`src/rtl/fetch_decode_sequencer_if.sv`:
```
// Fetch/decode sequencer bus: instruction-memory handshake plus decoded PC control lines.
// master = sequencer side, slave = PC/memory side.
interface fds_if #(
   parameter int IW = 8,
   parameter int AW = 4
);
   logic [AW-1:0] pc;
   logic          imem_req;
   logic [AW-1:0] imem_addr;
   logic          imem_ack;
   logic [IW-1:0] imem_data;
   logic          pc_ce;
   logic          pl;
   logic          jb;
   logic          bc;
   logic [AW-1:0] addr;
   logic [1:0]    laddr;
   logic [1:0]    raddr;
   logic          alu_go;
   logic          halted;
   logic          fault;
   logic [7:0]    retired;

   modport master (
      input  pc, imem_ack, imem_data,
      output imem_req, imem_addr, pc_ce, pl, jb, bc, addr, laddr, raddr,
             alu_go, halted, fault, retired
   );

   modport slave (
      output pc, imem_ack, imem_data,
      input  imem_req, imem_addr, pc_ce, pl, jb, bc, addr, laddr, raddr,
             alu_go, halted, fault, retired
   );
endinterface

```
`src/rtl/fetch_decode_sequencer.sv`:
```
// Fetches the word at PC, decodes it into PC control lines and strobes PC_CE once per retired instruction.
// 3 cycles per instruction with same-cycle ACK, +1 per WAIT cycle; a missing ACK faults after ACK_TIMEOUT WAIT cycles.
module fetch_decode_sequencer #(
   parameter int IW          = 8,
   parameter int AW          = 4,
   parameter int ACK_TIMEOUT = 15
) (
   input  logic   clk_i,
   input  logic   rst_n_i,
   fds_if.master  bus
);

   typedef enum logic [2:0] {
      S_FETCH,
      S_WAIT,
      S_DECODE,
      S_EXEC,
      S_HALT
   } state_e;

   state_e        state_q, state_d;
   logic [IW-1:0] ir_q, ir_d;
   logic [AW-1:0] addr_q, addr_d;
   logic [7:0]    cnt_q, cnt_d;
   logic          halted_q, halted_d;
   logic          fault_q, fault_d;
   logic [7:0]    retired_q, retired_d;

   logic          req;
   logic          pc_ce;
   logic          alu_go;
   logic [AW-1:0] imem_addr;
   logic [3:0]    opc;

   assign opc = ir_q[7:4];

   always_comb begin
      state_d   = state_q;
      ir_d      = ir_q;
      addr_d    = addr_q;
      cnt_d     = cnt_q;
      halted_d  = halted_q;
      fault_d   = fault_q;
      retired_d = retired_q;
      req       = 1'b0;
      pc_ce     = 1'b0;
      alu_go    = 1'b0;
      imem_addr = addr_q;

      case (state_q)
         S_FETCH: begin
            req       = 1'b1;
            imem_addr = bus.pc;
            addr_d    = bus.pc;
            cnt_d     = '0;
            if (bus.imem_ack) begin
               ir_d    = bus.imem_data;
               state_d = S_DECODE;
            end else begin
               state_d = S_WAIT;
            end
         end
         S_WAIT: begin
            req = 1'b1;
            if (bus.imem_ack) begin
               ir_d    = bus.imem_data;
               state_d = S_DECODE;
            end else begin
               cnt_d = cnt_q + 8'd1;
               // The ACK_TIMEOUT-th silent WAIT cycle is the last one.
               if (cnt_q == 8'(ACK_TIMEOUT - 1)) begin
                  fault_d  = 1'b1;
                  halted_d = 1'b1;
                  state_d  = S_HALT;
               end
            end
         end
         S_DECODE: begin
            if (opc == 4'hF) begin
               halted_d = 1'b1;
               state_d  = S_HALT;
            end else begin
               state_d = S_EXEC;
            end
         end
         S_EXEC: begin
            pc_ce     = 1'b1;
            alu_go    = (opc >= 4'h1) && (opc <= 4'h7);
            retired_d = retired_q + 8'd1;
            state_d   = S_FETCH;
         end
         S_HALT: begin
            state_d = S_HALT;
         end
         default: begin
            state_d = S_FETCH;
         end
      endcase
   end

   always_ff @(posedge clk_i) begin
      if (!rst_n_i) begin
         state_q   <= S_FETCH;
         ir_q      <= '0;
         addr_q    <= '0;
         cnt_q     <= '0;
         halted_q  <= 1'b0;
         fault_q   <= 1'b0;
         retired_q <= '0;
      end else begin
         state_q   <= state_d;
         ir_q      <= ir_d;
         addr_q    <= addr_d;
         cnt_q     <= cnt_d;
         halted_q  <= halted_d;
         fault_q   <= fault_d;
         retired_q <= retired_d;
      end
   end

   // Strobes are masked while reset is held so a reset cycle never requests or retires.
   assign bus.imem_req  = req && rst_n_i;
   assign bus.pc_ce     = pc_ce && rst_n_i;
   assign bus.alu_go    = alu_go && rst_n_i;
   assign bus.imem_addr = imem_addr;

   // Decoded lines come straight from IR, so they hold from DECODE through EXEC.
   assign bus.pl      = (opc == 4'h8) || (opc == 4'h9) || (opc == 4'hA);
   assign bus.jb      = (opc == 4'h8);
   assign bus.bc      = (opc == 4'hA);
   assign bus.addr    = AW'(ir_q[3:0]);
   assign bus.laddr   = ir_q[3:2];
   assign bus.raddr   = ir_q[1:0];
   assign bus.halted  = halted_q;
   assign bus.fault   = fault_q;
   assign bus.retired = retired_q;

endmodule

```
`src/flat_wrapper.sv`:
```
// flat-port wrapper written by rule: the top's interface ports become plain ports
module fetch_decode_sequencer_flat 
#(
   parameter int IW          = 8,
   parameter int AW          = 4,
   parameter int ACK_TIMEOUT = 15
)
  (clk_i, rst_n_i, bus_pc, bus_imem_ack, bus_imem_data, bus_imem_req, bus_imem_addr, bus_pc_ce, bus_pl, bus_jb, bus_bc, bus_addr, bus_laddr, bus_raddr, bus_alu_go, bus_halted, bus_fault, bus_retired);
  fds_if #(.IW(IW), .AW(AW)) bus_i ();
  input  logic clk_i;
  input  logic rst_n_i;
  input wire logic [$bits(bus_i.pc)-1:0] bus_pc;
  input wire logic [$bits(bus_i.imem_ack)-1:0] bus_imem_ack;
  input wire logic [$bits(bus_i.imem_data)-1:0] bus_imem_data;
  output wire logic [$bits(bus_i.imem_req)-1:0] bus_imem_req;
  output wire logic [$bits(bus_i.imem_addr)-1:0] bus_imem_addr;
  output wire logic [$bits(bus_i.pc_ce)-1:0] bus_pc_ce;
  output wire logic [$bits(bus_i.pl)-1:0] bus_pl;
  output wire logic [$bits(bus_i.jb)-1:0] bus_jb;
  output wire logic [$bits(bus_i.bc)-1:0] bus_bc;
  output wire logic [$bits(bus_i.addr)-1:0] bus_addr;
  output wire logic [$bits(bus_i.laddr)-1:0] bus_laddr;
  output wire logic [$bits(bus_i.raddr)-1:0] bus_raddr;
  output wire logic [$bits(bus_i.alu_go)-1:0] bus_alu_go;
  output wire logic [$bits(bus_i.halted)-1:0] bus_halted;
  output wire logic [$bits(bus_i.fault)-1:0] bus_fault;
  output wire logic [$bits(bus_i.retired)-1:0] bus_retired;
  assign bus_i.pc = bus_pc;
  assign bus_i.imem_ack = bus_imem_ack;
  assign bus_i.imem_data = bus_imem_data;
  assign bus_imem_req = bus_i.imem_req;
  assign bus_imem_addr = bus_i.imem_addr;
  assign bus_pc_ce = bus_i.pc_ce;
  assign bus_pl = bus_i.pl;
  assign bus_jb = bus_i.jb;
  assign bus_bc = bus_i.bc;
  assign bus_addr = bus_i.addr;
  assign bus_laddr = bus_i.laddr;
  assign bus_raddr = bus_i.raddr;
  assign bus_alu_go = bus_i.alu_go;
  assign bus_halted = bus_i.halted;
  assign bus_fault = bus_i.fault;
  assign bus_retired = bus_i.retired;
  fetch_decode_sequencer #(.IW(IW), .AW(AW), .ACK_TIMEOUT(ACK_TIMEOUT)) u_core (.clk_i(clk_i), .rst_n_i(rst_n_i), .bus(bus_i));
endmodule
```
`config.mk`:
```
export PLATFORM = sky130hd
export DESIGN_NAME = fetch_decode_sequencer_flat
export DESIGN_NICKNAME = d
export VERILOG_FILES = /design/src/rtl/fetch_decode_sequencer_if.sv /design/src/rtl/fetch_decode_sequencer.sv /design/src/flat_wrapper.sv
export SDC_FILE = /design/constraint.sdc
export NUM_CORES = 1
export LEC_CHECK = 0
export ABC_CLOCK_PERIOD_IN_PS = 1800
export CORE_MARGIN = 2
export CORE_UTILIZATION = 43
export DETAILED_ROUTE_END_ITERATION = 10
export PLACE_DENSITY = 0.74
export SYNTH_ARGS = -nofsm -noshare
export SYNTH_HDL_FRONTEND = slang
export SYNTH_SLANG_ARGS = --single-unit
export TNS_END_PERCENT = 10
```
`constraint.sdc`:
```
create_clock -name clk_i -period 1.8 [get_ports clk_i]
set_clock_uncertainty 0.2 [all_clocks]
set_input_delay 0.18 -clock clk_i [delete_from_list [all_inputs] [get_ports clk_i]]
set_output_delay 0.18 -clock clk_i [all_outputs]
set_load 0.01 [all_outputs]
```
==> results_dict.tcl <==
set metrics [dict create \
    ctsHtreeMaxLevel 2 \
    drt-vias-per-instance 5.43 \
    r2r_end "u_core.cnt_q[7]" \
    grt_pass1_wl_mm 6.67 \
    cp_slowest_cell "or4b_4" \
    antenna_found_initial 0 \
    met1_usage 0.228 \
    yosysSeqAreaShare 0.414 \
    p_seq_frac 0.444 \
    syn-num-nets 194 \
    num_rows 22 \
    rsz0062_at_grt "true" \
    fin_cells 279 \
    clkSinkCount 33 \
    switching_power_uw 506 \
    syn_area_sq_um 1600 \
    drv_slew 0 \
    crit_path_end_kind "register" \
    synthTopCellsByArea "dfxtp_1, mux2i_1, nor2_1" \
    initial_core_util 0.443 \
    dp_cells 268 \
    relSlewSlack 0.555 \
    ant_nets 0 \
    period_minus_slack_ns 1.90 \
    pin_count 43 \
    power_frac_comb 0.253 \
    hold_path_depth 1 \
    reg2reg_from "u_core.state_q[2]" \
    synth_edf_count 0 \
    grt_util_met2 0.351 \
    fmax_mhz 525 \
    dr.first_iter.drc_count 126 \
    setup_slack_ns -0.105 \
    cts-root-buf "clkbuf_8" \
    synthFlopType "dfxtp_1" \
    crit_type "register to register" \
    synthCells 176 \
    clk-insertion-delay-late_ns 0.29 \
    swShare 0.281 \
    max_cap_violations 0 \
    grt_max_degree 17 \
    clk_pin_slew_ns 0.08 \
    hold_end "u_core.bus.fault" \
    wl_mm 4.00 \
    die_h_microns 64.9 \
    crit_fanout 6 \
    place.gp.congestion 0.964 \
    area_growth_pct 41.3 \
    die_x_microns 64.9 \
    ys_async_sr_fraction 0 \
    grt_pass1_vias 1514 \
    cp.arrival_ns 1.93 \
    hold-worst-slack_ns 0.276 \
    dpl.hpwl_mm 2.86 \
    avgSynthCellArea_sq_um 9.07 \
    dr.pass1.iters 4 \
    grt_usage 0.206 \
    tightest_slew_ns 0.661 \
    hold_path_startpoint "u_core.bus.fault" \
    io_buffers 42 \
    post-route-drc-count 0 \
    grt_busiest_layer "met2" \
    dieArea_sq_um 4220 \
    antenna_cells 0 \
    coreArea_sq_um 3610 \
    fillers 313 \
    hp-class "register to register" \
    ff2ff_path_depth 4 \
    detail_route.wl_per_cell_microns 14.3 \
    violations "negative setup slack" \
    p_int_uw 1300 \
    ys_warn_count 0 \
    power_density_nw_per_um2 800 \
    cts_buffers 5 \
    hold_viol_final 0 \
    vias 1514 \
    start_kind "register" \
    yosys.area.top_type_share 0.414 \
    reg2reg_setup_slack_ns -0.10 \
    yosysTopAreaCell "dfxtp_1" \
    clockBufferDepth 2 \
    critical_path_required_ns 1.83 \
    met3_usage 0.0729 \
    synth_seq_cells 33 \
    slowest_delay_ns 0.53 \
    p_leak_uw 0.000880 \
    status "complete, but fails checks" \
    drive_above_1_share 0.208 \
    crit_chain "buf_4 > or4b_4 > or4_1 > a31oi_1" \
    cts_tree "built" \
    clkPwrFrac 0.302 \
    peakVddDrop_mv 0.361 \
    min_period_over_period 1.06 \
    ys_types 41 \
    grt_overflow_total 0 \
    setup_violations 4 \
    finalNetCount 248 \
]
## through the flow
step | setup TNS, ns | instance area, sq um | utilization | setup slack, ns | power [uW]
floorplan | 0 | 1600 | - | 0.0770 | 1040
global placement | -1.98 | 2120 | 0.587 | -0.219 | 1210
detailed placement | -2.87 | 2120 | 0.587 | -0.268 | 1230
CTS | -0.314 | 2210 | 0.613 | -0.179 | 1770
global route | -0.712 | 2260 | 0.626 | -0.141 | 1890
finish | -0.225 | 2260 | 0.626 | -0.105 | 1800
## timing repair
item,in CTS,in global routing
setup endpoints to repair,14,11
resized for setup,25,16
hold buffers,0,0
buffers inserted,0,3
pin swaps,1,2
## cells in the mapped netlist, drive strengths merged, types with 5 or more instances
cell	count
and2	6
o31ai	5
mux2i	9
buf	11
dfxtp	33
nor3	7
clkbuf	5
nand2	5
nand3	5
mux2	5
nor2	18
a21oi	10
or4	5
## power groups by stage
stage	combinational, uW	clock, uW	sequential (uW)
CTS	415	555	799
global route	492	590	807
finish	457	545	802
floorplan	231	0	808
global placement	402	0	810
detailed placement	419	0	814
## state kept, by name, summed over array words and instances (netlist names)
signal / flops
u_core.ir_q: 8
u_core.state_q: 3
u_core.bus.fault: 1
u_core.addr_q: 4
u_core.cnt_q: 8
u_core.bus.retired: 8
u_core.bus.halted: 1
## kinds of logic after synthesis
logic type,synth area share
AO/OA/AOI/OAI,0.145
AND/OR/NAND/NOR,0.243
multiplexers,0.0917
flip-flops,0.414
XOR/XNOR,0.0110
buffers and inverters,0.0721
adder cells (fa/ha/maj),0.0235
## layout make-up
cell class	count	area [sq um]	share of cell area
multi-input combinational	123	868	0.385
sequential	33	664	0.295
timing repair buffer	63	566	0.251
clock buffer	6	72.6	0.0322
tap	48	60.1	0.0266
inverter	4	15.0	0.00666
clock inverter	2	10.0	0.00444
## per-layer routing
metal / up-vias / share of wire
met5: - / 0
met4: 0 / 0.022
met3: 11 / 0.057
met2: 53 / 0.49
met1: 704 / 0.43
li1: 746 / -
## how the worst max path moves through the flow
stage | startpoint | end | slack [ns] | cells after the start
after floorplan | u_core.state_q[1] | u_core.cnt_q[7] | 0.08 | 4
after global placement | rst_n_i | bus_alu_go | -0.22 | 4
after detailed placement | bus_imem_ack | u_core.state_q[0] | -0.27 | 5
after CTS | u_core.state_q[2] | bus_imem_addr[1] | -0.18 | 4
after global routing | u_core.state_q[2] | u_core.cnt_q[7] | -0.14 | 4
final | u_core.state_q[2] | u_core.cnt_q[7] | -0.10 | 4
## critical path: cells and delay by family (launching register included)
family | cells | cell delay (ns)
AND/OR/NAND/NOR | 2 | 0.95
flip-flops | 1 | 0.35
buffers and inverters | 1 | 0.16
AO/OA/AOI/OAI | 1 | 0.18
## layout by cell type, fill, tap and decap left out, types with 3 or more instances in the layout
cell / netlist / routed
buf_6: 1 / 4
buf_4: 8 / 20
dlygate4sd2_1: 0 / 4
inv_1: 4 / 4
dfxtp_1: 33 / 30
a21oi_1: 10 / 10
dfxtp_2: 0 / 3
o21ai_0: 4 / 4
nor3_1: 7 / 5
clkbuf_8: 0 / 5
nand3_1: 5 / 5
clkbuf_2: 0 / 3
or3_1: 3 / 3
ha_1: 3 / 3
clkdlybuf4s50_1: 0 / 32
a211oi_1: 3 / 3
nor2_1: 18 / 18
nand2_1: 5 / 5
nand4_1: 4 / 4
or4_1: 5 / 5
o31ai_1: 5 / 5
mux2i_1: 9 / 9
and2_1: 6 / 6
mux2_4: 0 / 3
No activity file was read; power rests on OpenSTA's default activity.
